File: src/rtl/tone_phase_sequencer.sv
// Time-multiplexed per-voice phase accumulator around the 256x24 tone-constant ROM.
// Optional key-on phase restart is compiled in with PHASE_RESET_ON_KEY_EN.
module tone_phase_sequencer #(
  parameter int VOICES  = 8,
  parameter int PHASE_W = 32,
  parameter int INC_W   = 24,
  parameter int ADDR_W  = 8,
  localparam int VW     = $clog2(VOICES)
) (
  input  logic               clk,
  input  logic               reset_n,
  input  logic               sample_tick,
  input  logic               note_we,
  input  logic [VW-1:0]      note_wr_voice,
  input  logic [ADDR_W-1:0]  note_wr_note,
  input  logic               note_wr_gate,
  output logic [ADDR_W-1:0]  rom_addr,
  input  logic [INC_W-1:0]   rom_q,
  output logic [PHASE_W-1:0] phase_out,
  output logic [VW-1:0]      voice_out,
  output logic               phase_valid,
  output logic               frame_done,
  output logic               busy,
  output logic               overrun
);

  // state | meaning
  // IDLE  | waiting for sample_tick
  // FETCH | present note[v] as ROM address
  // WAIT  | ROM registers its data
  // ACC   | update phase[v], emit strobe
  // DONE  | frame_done pulse, back to IDLE
  typedef enum logic [2:0] {IDLE, FETCH, WAIT, ACC, DONE} state_t;

  state_t              state;
  logic [VW-1:0]       v;
  logic [ADDR_W-1:0]   note [VOICES];
  logic [VOICES-1:0]   gate;
  logic [PHASE_W-1:0]  phase [VOICES];
  logic [PHASE_W-1:0]  inc;
  logic [PHASE_W-1:0]  acc_next;
`ifdef PHASE_RESET_ON_KEY_EN
  logic [VOICES-1:0]   pending;
`endif

  assign inc = PHASE_W'(rom_q);

  always_comb begin
    acc_next = phase[v];
    if (gate[v]) acc_next = phase[v] + inc;
`ifdef PHASE_RESET_ON_KEY_EN
    if (gate[v] && pending[v]) acc_next = inc;
`endif
  end

  // Note/gate register file; a key-on landing on the voice's own ACC edge wins over the clear.
  always_ff @(posedge clk) begin
    if (!reset_n) begin
      for (int i = 0; i < VOICES; i++) note[i] <= '0;
      gate <= '0;
`ifdef PHASE_RESET_ON_KEY_EN
      pending <= '0;
`endif
    end else begin
`ifdef PHASE_RESET_ON_KEY_EN
      if (state == ACC) pending[v] <= 1'b0;
      if (note_we && note_wr_gate && !gate[note_wr_voice]) pending[note_wr_voice] <= 1'b1;
`endif
      if (note_we) begin
        note[note_wr_voice] <= note_wr_note;
        gate[note_wr_voice] <= note_wr_gate;
      end
    end
  end

  always_ff @(posedge clk) begin
    if (!reset_n) begin
      state       <= IDLE;
      v           <= '0;
      rom_addr    <= '0;
      phase_out   <= '0;
      voice_out   <= '0;
      phase_valid <= 1'b0;
      frame_done  <= 1'b0;
      busy        <= 1'b0;
      overrun     <= 1'b0;
      for (int i = 0; i < VOICES; i++) phase[i] <= '0;
    end else begin
      phase_valid <= 1'b0;
      frame_done  <= 1'b0;
      if (sample_tick && state != IDLE) overrun <= 1'b1;
      case (state)
        IDLE: begin
          if (sample_tick) begin
            v     <= '0;
            busy  <= 1'b1;
            state <= FETCH;
          end
        end
        FETCH: begin
          rom_addr <= note[v];
          state    <= WAIT;
        end
        WAIT: state <= ACC;
        ACC: begin
          phase[v]    <= acc_next;
          phase_out   <= acc_next;
          voice_out   <= v;
          phase_valid <= 1'b1;
          if (v == VW'(VOICES - 1)) begin
            state <= DONE;
          end else begin
            v     <= v + VW'(1);
            state <= FETCH;
          end
        end
        DONE: begin
          frame_done <= 1'b1;
          busy       <= 1'b0;
          state      <= IDLE;
        end
        default: state <= IDLE;
      endcase
    end
  end

endmodule
File: config.mk
export PLATFORM = sky130hd
export DESIGN_NAME = tone_phase_sequencer
export DESIGN_NICKNAME = d
export VERILOG_FILES = /design/src/rtl/tone_phase_sequencer.sv
export SDC_FILE = /design/constraint.sdc
export NUM_CORES = 1
export LEC_CHECK = 0
export ABC_AREA = 1
export CORE_ASPECT_RATIO = 0.5
export CORE_UTILIZATION = 30
export DETAILED_ROUTE_END_ITERATION = 16
export GPL_TIMING_DRIVEN = 0
export HOLD_SLACK_MARGIN = 0.15
export PLACE_DENSITY = 0.43
export SLEW_MARGIN = 10
export SYNTH_ARGS = -nofsm -noshare
export SYNTH_HDL_FRONTEND = slang
export SYNTH_SLANG_ARGS = --single-unit
File: constraint.sdc
create_clock -name clk -period 7.68 [get_ports clk]
set_input_delay 1.536 -clock clk [delete_from_list [all_inputs] [get_ports clk]]
set_output_delay 1.536 -clock clk [all_outputs]
set_load 0.02 [all_outputs]
# [Word-level counts from Yosys, hierarchy flattened]
# Memory sizes are Yosys's and may differ from the RTL's. A register that Yosys moved wholly into a read port is not among the register bits.
# Cells that the tools add are included.
[classes] add_sub_neg=2 n_lt_le_gt_ge=3 eq_ne=7 mux=30 n_reduce_logical=11
[ops] op="$mux 32" count=2
[ops] op="$add 32x24->32" count=1
[ops] op="$reduce_or 32->1" count=1
[ops] op="$mux 3" count=8
[ops] op="$mux 1" count=13
[ops] op="$pmux 3 s4" count=1
[ops] op="$bwmux 8" count=1
[ops] op="$lt 3x4->1 const B" count=2
[ops] op="$mux 8" count=1
[ops] op="$reduce_or 8->1" count=1
[ops] op="$eq 3x2->1 const B" count=2
[ops] op="$eq 3x3->1 const B" count=2
[ops] op="$pmux 3 s2" count=1
[ops] op="$ne 2x2->1 const B" count=2
[ops] op="$reduce_bool 2->1" count=2
[ops] op="$add 3x1->3 const B" count=1
[ops] op="$bmux 1 s3" count=1
[ops] op="$demux 1 s3" count=1
[ops] op="$eq 3x1->1 const B" count=1
[ops] op="$ge 3x1->1 const B" count=1
[ops] op="$logic_not 3->1" count=1
[ops] op="$reduce_and 3->1" count=1
[ops] op="$reduce_bool 3->1" count=1
[ops] op="$logic_and 1x1->1" count=2
[ops] op="3 further kinds" count=3
[totals] in_bits=40 ff_bits=53 ramBits=320 n_memories=2
[mem_list] memory="phase" depth=8 word_bits=32 read_ports=1 rd_clocked_by_memory_dff=1 wr=8 line="39" source="logic [PHASE_W-1:0] phase [VOICES];"
[mem_list] memory="note" depth=8 word_bits=8 read_ports=1 rd_clocked_by_memory_dff=1 wr=8 line="37" source="logic [ADDR_W-1:0] note [VOICES];"

# [Depth between registers and ports, before layout]
# Gate-level depths: netlist of the first run.
[logic_depth] word_depth=6 depth_mapped=25 ltp_nobuf=22

# [Worst setup path before layout of the first run]
# Ideal clock, no wire load.
[synth_timing] path_kind="input port to flip-flop" start="in reset_n" end="mem phase[3][0] (enable)" path_buffers=2 slack_ps=3950 required_ps=7291 path_stages=8 arrival_time_ps=3340 cell_sequence="clkbuf_1 > inv_1 > nor2_2 > inv_1 > nor2_1 > nand2_1 > buf_2 > nand2_1"
[synth_rtl] element="start: declaration" line="11" source="input logic reset_n,"
[synth_rtl] element="end: declaration" line="39"

==> impl_metrics.json, run 1 <==
{
  "placed_area_mm2": 0.0210,
  "ys_ff_latch": 384,
  "path_class": "reg2reg",
  "numCtsBuffers": 40,
  "firstDrtPassIters": 5,
  "chipWidth_um": 357,
  "relSlewSlack_pct": 24.3,
  "post-route-period-util_pct": 63.4,
  "switching_share_pct": 36.3,
  "postCtsSetupRepairBufs": 0,
  "holdCritPathClass": "reg2reg",
  "yosysMostFrequentCell": "nor2_1",
  "avgSynthCellArea_um2": 9.24,
  "drv_slew": 0,
  "diodes": 0,
  "clk_pin_slew_worst_paths_ns": 0.06,
  "grt_pass1_wl_mm": 99.8,
  "finish.utilization_pct": 36.0,
  "max_slew.worst_pin.slew_ns": 1.13,
  "switchingPower_uw": 2220,
  "initial_core_util_pct": 30.7,
  "syn_nets": 2113,
  "seqPwrFrac_pct": 38.7,
  "grt_max_degree": 26,
  "synth_common_cells": "nor2_1 (609), edfxtp_1 (320), nand2_1 (273)",
  "crit_arrival_ns": 5.16,
  "endpoint_kind": "register",
  "drt_iter0_markers": 1322,
  "cts.sink_count": 384,
  "start_kind": "register",
  "worst_slack_ns": 2.81,
  "area_growth_pct": 17.5,
  "cp_max_fo": 10,
  "cts_hold_buffers": 0,
  "syn_area_mm2": 0.0189,
  "irDropWorstVdd_v": 0.000149,
  "avgRoutedWirePerCell_um": 22.6,
  "fin_tns_setup_ns": 0,
  "io_buffers": 85,
  "synth_top_flop_cell": "edfxtp_1",
  "synth-edff-count": 320,
  "htreeDepth": 2,
  "cp.required_ns": 7.97,
  "cts_resized": 0,
  "p_int_uw": 3900,
  "combPwrFrac_pct": 29.7,
  "yosysWarningCount": 0,
  "async_flop_share_pct": 0,
  "grt_usage_pct": 21.3,
  "cts_tree": "built",
  "setup_viol": 0,
  "multiInputGateArea_mm2": 0.00684,
  "coreArea_mm2": 0.0617,
  "die_h_um": 180,
  "synth_largest_area_cell": "edfxtp_1",
  "die-area_mm2": 0.0641,
  "p_clk_share_pct": 31.6,
  "cts_buffer_depth": 3,
  "grt_pass1_vias": 14500,
  "p_leak_uw": 0.00857,
  "skew_ns": 0.0251,
  "clock_latency_ns": 0.58,
  "drive_gt1_share_pct": 10.0,
  "synth_top_area_share_pct": 50.8,
  "design_area_mm2": 0.0222,
  "avgViaCountPerCell": 4.95,
  "fmaxAchievable_mhz": 205,
  "register_area_mm2": 0.0109,
  "hold_slack_ns": 0.475,
  "postSynthCellCount": 2046,
  "drc": 0,
  "rows": 64,
  "status": "finished, final reports clean",
  "io_pins": 87,
  "period_minus_slack_ns": 4.87,
  "fin_nets": 2248,
  "route.vias.total": 15000,
  "grt-ovfl-total": 0,
  "place_ws_ns": 2.95,
  "dp_hpwl_mm": 49.0,
  "power.density_mw_per_mm2": 276,
  "netlist_top_cells_area": "edfxtp_1 (51%), nor2_1 (12%), dfxtp_1 (6.8%)",
  "cap_violations": 0,
  "antenna_left": 0,
  "rsz0062_at_grt": "no",
  "hold_viol": 0,
  "place.gp.congestion": 0.847,
  "n_fill_cell": 6401,
  "wirelength_mm": 68.6,
  "synth_seq_area_share_pct": 57.6,
  "cts-root-buf": "clkbuf_16",
  "synth.distinct_cells": 55,
  "antenna_found_initial": 3
}
cell usage in the layout, fill, tap and decap left out, types with 7 or more instances in the layout:
cell               n
nor2_1           609
edfxtp_1         320
nand2_1          265
o21ai_0          186
inv_1            122
clkdlybuf4s50_1   85
nand3_1           73
dfxtp_1           64
clkbuf_1          61
a21oi_1           42
clkbuf_16         40
buf_2             33
o22ai_1           33
ha_1              26
nand2_2           19
buf_6             14
a31oi_2           12
nor2_2            12
xnor2_1           12
buf_4             11
nand4_1           11
o211ai_1          11
buf_12            10
o21ai_2           10
inv_2              8
o21ai_1            7
o221ai_1           7
o221a_2            7
clkinv_2           7
sequential cells by signal, summed over array words and instances (netlist names), named ones only:
signal,count
phase,256
note,64
phase_out,32
gate,8
rom_addr,8
state,3
v,3
voice_out,3
busy,1
frame_done,1
overrun,1
phase_valid,1
layout make-up:
class,instances,share of cell area (%)
plain buffers,117,3.14
clock buffers,58,5.04
inverters,132,2.24
well taps,825,4.65
multi-input cells,1413,30.8
flip-flops and latches,384,49.0
clock inverters,14,0.569
repair buffers,93,4.58
path summary, 6_finish.rpt:
kind | start | to | slack, ns | cells past startpoint
worst max-delay path | register | phase[7][24]$_SDFFCE_PN0P_ | 2.81 | 18
worst min-delay path | overrun$_SDFFE_PN0P_ | overrun$_SDFFE_PN0P_ | 0.48 | 2
worst max register to register | register | phase[7][24]$_SDFFCE_PN0P_ | 2.81 | 18
worst min register to register | overrun$_SDFFE_PN0P_ | overrun$_SDFFE_PN0P_ | 0.48 | 2
metal layers:
metal	vias to the layer above	share of wire [%]	GRT usage, %
met3	65	6.2	2.87
met2	461	44	33.2
li1	7148	-	-
met1	7342	48	31.8
met5	-	0	0
met4	0	1.3	3.21
critical path: stages (launching register included):
cell and delay (ns):
dfxtp_1 0.34, inv_2 0.07, buf_6 0.18, buf_4 0.21
clkbuf_1 0.63, o21ai_0 0.31, a31oi_2 0.43, ha_1 0.40
fa_1 0.29, nand2_1 0.09, nand2_1 0.10, and2_4 0.15
nand3_1 0.08, nand2_2 0.15, nand3b_1 0.09, o211ai_1 0.23
nand2_1 0.19, xor2_2 0.56, nor2_1 0.07
cells by family after synthesis:
kind of cell / Yosys count / share of synthesized area [%]
compound gates: 350 / 11.4
xor+xnor: 16 / 0.781
fa+ha+maj: 27 / 1.83
buf+inv: 249 / 6.33
flops: 384 / 57.6
mux: 2 / 0.238
simple gates: 1018 / 21.8
stage by stage:
stage,cells,power (µW)
after floorplan,2046,3500
after global placement,2956,4220
after detailed placement,2964,4220
after CTS,3036,6150
after global routing,3036,6370
final,3036,6120
power groups by stage:
stage / registers [µW] / logic [µW] / clock network [µW]
2_1_floorplan: 2430 / 1070 / 0
3_3_place_gp: 2420 / 1800 / 0
3_5_place_dp: 2420 / 1810 / 0
4_1_cts: 2370 / 1810 / 1970
5_1_grt: 2380 / 1950 / 2040
6_report: 2370 / 1820 / 1930
(Power assumes the default switching activity.)
==> run 2, diff against run 1 <==
- PLACE_DENSITY: 0.43 -> 0.45
- clock period: 7.68 -> 4.3 ns (I/O delays scaled with it)
==> run 2 against run 1 <==
Sequential share of layout area decreased by 0.72 points; non-clock buffer count shrank 2; sequential power is 79% higher; first-iteration DRC count grew 9.2%; clock power up 85%; maximum frequency is 18% higher; worst setup slack got worse by 2.6 ns; global-route usage down 0.40 points; final area up 1.5%; utilization increased by 0.54 points; clock skew decreased by 0.0053 ns.
==> impl_metrics.json, run 2 (synthesized netlist as in run 1, its figures left out) <==
{
  "avgViaCountPerCell": 4.95,
  "setup_viol": 0,
  "multiInputGateArea_mm2": 0.00707,
  "power.density_mw_per_mm2": 496,
  "skew_ns": 0.0198,
  "period_minus_slack_ns": 4.12,
  "antenna_found_initial": 0,
  "die-area_mm2": 0.0641,
  "regMostFlops": "phase",
  "relSlewSlack_pct": 26.8,
  "drv_slew": 0,
  "endpoint_kind": "register",
  "fin_nets": 2246,
  "clock_latency_ns": 0.56,
  "p_leak_uw": 0.00866,
  "io_pins": 87,
  "register_area_mm2": 0.0109,
  "coreArea_mm2": 0.0617,
  "place.gp.congestion": 0.866,
  "crit_arrival_ns": 4.39,
  "wirelength_mm": 67.4,
  "final_common_cell": "nor2_1",
  "die_h_um": 180,
  "fmaxAchievable_mhz": 243,
  "diodes": 0,
  "drive_gt1_share_pct": 11.3,
  "post-route-period-util_pct": 95.9,
  "start_kind": "register",
  "cts_tree": "built",
  "firstDrtPassIters": 5,
  "cp_max_fo": 10,
  "worst_slack_ns": 0.178,
  "cts_buffer_depth": 3,
  "rows": 64,
  "htreeDepth": 2,
  "grt_usage_pct": 20.9,
  "dp_hpwl_mm": 48.2,
  "finish.utilization_pct": 36.6,
  "drc": 0,
  "n_fill_cell": 6347,
  "grt_pass1_wl_mm": 98.1,
  "top_regs": "phase: 256 flops, note: 64 flops, phase_out: 32 flops",
  "area_growth_pct": 19.3,
  "fin_tns_setup_ns": 0,
  "max_slew.worst_pin.slew_ns": 1.09,
  "cp.required_ns": 4.56,
  "path_class": "reg2reg",
  "io_buffers": 85,
  "drt_iter0_markers": 1444,
  "clk_pin_slew_worst_paths_ns": 0.07,
  "cap_violations": 0,
  "p_total_uw": 11200,
  "initial_core_util_pct": 30.7,
  "grt-ovfl-total": 0,
  "holdCritPathClass": "reg2reg",
  "cts-root-buf": "clkbuf_16",
  "irDropWorstVdd_v": 0.000222,
  "place_ws_ns": -0.428,
  "cts.sink_count": 384,
  "chipWidth_um": 357,
  "layout_common_cells": "nor2_1 (606), edfxtp_1 (320), nand2_1 (263)",
  "grt_max_degree": 25,
  "antenna_left": 0,
  "largest_register_ffs": 256,
  "hold_viol": 0,
  "numCtsBuffers": 40,
  "rsz0062_at_grt": "yes",
  "route.vias.total": 15000,
  "status": "finished, final reports clean",
  "avgRoutedWirePerCell_um": 22.2,
  "grt_pass1_vias": 14400
}
==> run 2: cell type report <==
| class | count | share of cell area [%] |
|---|---|---|
| sequential | 384 | 48.3 |
| multi-input combinational | 1413 | 31.4 |
| clock buffer | 55 | 4.96 |
| tap | 825 | 4.58 |
| timing repair buffer | 94 | 4.57 |
| buffer | 114 | 3.23 |
| inverter | 132 | 2.21 |
| clock inverter | 18 | 0.810 |
==> run 2: timing repair <==
action                                  in CTS  in global routing
hold buffers                                 0                  0
gates resized for setup                     25                 39
endpoints found under the setup margin     116                155
setup buffers                                1                  0
pin swaps                                    1                  2
==> run 2: where the power goes <==
group / internal (µW) / switching, µW
sequential: 4180 / 60.4
combinational: 972 / 2410
clock: 2020 / 1560
total: 7170 / 4030
==> run 2: routing by layer <==
layer / track usage, % / wire, µm / share of wire, %
met1: 30.5 / 31800 / 47
met2: 31.5 / 29400 / 44
met3: 4.54 / 5080 / 7.5
met4: 4.46 / 1250 / 1.8
met5: 0 / 0 / 0
==> run 2: critical path: stages (launching register included) <==
cell,delay [ns]
dfxtp_1,0.35
inv_2,0.07
buf_4,0.21
clkbuf_1,0.46
o21ai_0,0.17
o22ai_1,0.18
nor2_1,0.12
a31oi_2,0.34
ha_1,0.37
nand2_1,0.09
nand2_1,0.06
a21oi_1,0.28
nand2_1,0.18
a21o_1,0.22
or2_0,0.20
nand3_1,0.10
and2_1,0.16
buf_2,0.21
nor2_1,0.06
==> run 2: final timing paths <==
kind | startpoint | endpoint | slack, ns | depth (start not counted)
max | register | phase[4][21]$_SDFFCE_PN0P_ | 0.18 | 18
min | gate[2]$_SDFFE_PN0P_ | gate[2]$_SDFFE_PN0P_ | 0.49 | 2
max reg2reg | register | phase[4][21]$_SDFFCE_PN0P_ | 0.18 | 18
min reg2reg | gate[2]$_SDFFE_PN0P_ | gate[2]$_SDFFE_PN0P_ | 0.49 | 2
==> run 2: stage by stage <==
step           instance area, µm²  std cells  hold WS (ns)
6_report                    22600       3035         0.487
5_1_grt                     22600       3035         0.516
4_1_cts                     22400       3036         0.490
3_5_place_dp                21000       2964         0.473
3_3_place_gp                20800       2956         0.458
2_1_floorplan               18900       2046         0.453
==> run 3, diff against run 2 <==
- SETUP_SLACK_MARGIN: default -> 0.05
==> run 3 against run 2 <==
Combinational power barely moved; clock power hardly changed; largest power group unchanged; worst hold slack is essentially flat; worst setup slack improved by 0.020 ns; register-to-register slack improved by 0.02 ns; final cell count unchanged; sequential share of layout area is 0.056 points lower; final area is 0.12% higher; clock skew up 0.00069 ns.
==> impl_metrics.json, run 3 (synthesized netlist as in run 1, its figures left out) <==
{
  "status": "finished, final reports clean",
  "drive_gt1_share_pct": 11.4,
  "cp_max_fo": 19,
  "route.vias.total": 15000,
  "rows": 64,
  "crit_buf_inv": 3,
  "area_growth_pct": 19.4,
  "regMostFlops": "phase",
  "cp_slowest_cell": "clkbuf_4",
  "cp_num_cells": 17,
  "cap_violations": 0,
  "holdCritPathClass": "reg2reg",
  "firstDrtPassIters": 5,
  "antenna_left": 0,
  "chipWidth_um": 357,
  "numCtsBuffers": 40,
  "wirelength_mm": 67.6,
  "period_minus_slack_ns": 4.10,
  "cts_buffer_depth": 3,
  "place.gp.congestion": 0.866,
  "initial_core_util_pct": 30.7,
  "layout_common_cells": "nor2_1 (605), edfxtp_1 (320), nand2_1 (263)",
  "rsz0062_at_grt": "yes",
  "grt_pass1_vias": 14400,
  "die_h_um": 180,
  "crit_family": "compound AO/OA/AOI/OAI gates",
  "relSlewSlack_pct": 23.0,
  "grt_usage_pct": 20.9,
  "io_buffers": 85,
  "diodes": 0,
  "antenna_found_initial": 0,
  "hold_slack_ns": 0.487,
  "cts_tree": "built",
  "place_ws_ns": -0.428,
  "cp_slowest_stage_delay_ns": 0.41,
  "power.density_mw_per_mm2": 497,
  "final_common_cell": "nor2_1",
  "post-route-period-util_pct": 95.4,
  "fin_nets": 2246,
  "avgViaCountPerCell": 4.96,
  "drv_slew": 0,
  "top_regs": "phase: 256 flops, note: 64 flops, phase_out: 32 flops",
  "io_pins": 87,
  "r2r_cells": 17,
  "hold_viol": 0,
  "grt_pass1_wl_mm": 98.1,
  "worst_slack_ns": 0.199,
  "grt_max_degree": 25,
  "coreArea_mm2": 0.0617,
  "clock_latency_ns": 0.56,
  "clk_pin_slew_worst_paths_ns": 0.07,
  "cts.sink_count": 384,
  "max_slew.worst_pin.slew_ns": 1.16,
  "p_leak_uw": 0.00867,
  "setup_viol": 0,
  "grt-ovfl-total": 0,
  "cp.required_ns": 4.56,
  "skew_ns": 0.0205,
  "irDropWorstVdd_v": 0.000220,
  "drc": 0,
  "crit_chain": "inv_2, clkbuf_4, o21ai_0, o22ai_1, nor2_1, a31oi_1, ha_1, nand2_1, nand2_1, a21oi_1, nand2_1, a21o_1, or2_0, nand3_1, and2_1, buf_2, nor2_1",
  "cts-root-buf": "clkbuf_16",
  "endpoint_kind": "register",
  "crit_arrival_ns": 4.36,
  "drt_iter0_markers": 1487,
  "die-area_mm2": 0.0641,
  "start_kind": "register",
  "avgRoutedWirePerCell_um": 22.3,
  "htreeDepth": 2,
  "path_class": "reg2reg",
  "largest_register_ffs": 256,
  "hold_path_depth": 2,
  "dp_hpwl_mm": 48.2,
  "cpMostUsedCell": "nand2_1",
  "cts_hold_buffers": 0,
  "fmaxAchievable_mhz": 244
}
==> run 3: path summary, 6_finish.rpt <==
kind | end | from | slack [ns]
setup / recovery | phase[4][21]$_SDFFCE_PN0P_ | register | 0.20
hold / removal | gate[2]$_SDFFE_PN0P_ | gate[2]$_SDFFE_PN0P_ | 0.49
setup reg to reg | phase[4][21]$_SDFFCE_PN0P_ | register | 0.20
hold reg to reg | gate[2]$_SDFFE_PN0P_ | gate[2]$_SDFFE_PN0P_ | 0.49
==> run 3: where the power goes <==
part / total [µW] / internal, µW / leakage (µW) / switching, µW
clock: 3580 / 2020 / 0.000646 / 1560
sequential: 4240 / 4180 / 0.00378 / 60.7
combinational: 3400 / 982 / 0.00425 / 2420
==> run 3: per-stage QoR <==
step | instances | total power [µW] | instance area, µm² | utilization [%] | TNS [ns]
after floorplan | 2046 | 6250 | 18900 | - | 0
after global placement | 2956 | 7530 | 20800 | 33.7 | -75.98
after detailed placement | 2964 | 7530 | 21000 | 34.0 | -16.90
after CTS | 3036 | 11200 | 22400 | 36.4 | 0
after global routing | 3035 | 11700 | 22600 | 36.6 | 0
final | 3035 | 11200 | 22600 | 36.6 | 0
==> run 3: cell type report <==
type                    count  area, µm²
inverters                 132        498
clock inverters            18        183
clock buffers              55       1120
multi-input cells        1413       7080
flip-flops and latches    384      10900
repair buffers             94       1030
well taps                 825       1030
fillers                  6346      39100
plain buffers             114        749
==> run 3: layer usage <==
metal / share of wire, % / vias to the layer above / track usage, % / wire (µm)
li1: - / 7151 / - / -
met1: 47 / 7331 / 30.4 / 31500
met2: 44 / 490 / 31.5 / 29500
met3: 7.8 / 71 / 4.54 / 5270
met4: 2.0 / 0 / 4.50 / 1360
met5: 0 / - / 0 / 0
==> run 3: repair_timing <==
action                     CTS  global route
hold endpoints to repair     0             0
resized for setup           28            46
pin swaps                    1             3
setup buffers                1             0
setup endpoints to repair  157           165
==> run 3: worst min-delay path, delay by kind of cell, from the launching register on <==
family | cells | cell delay (ns)
DFF | 1 | 0.33
and+or+nand+nor | 1 | 0.07
AOI/OAI and AO/OA | 1 | 0.06
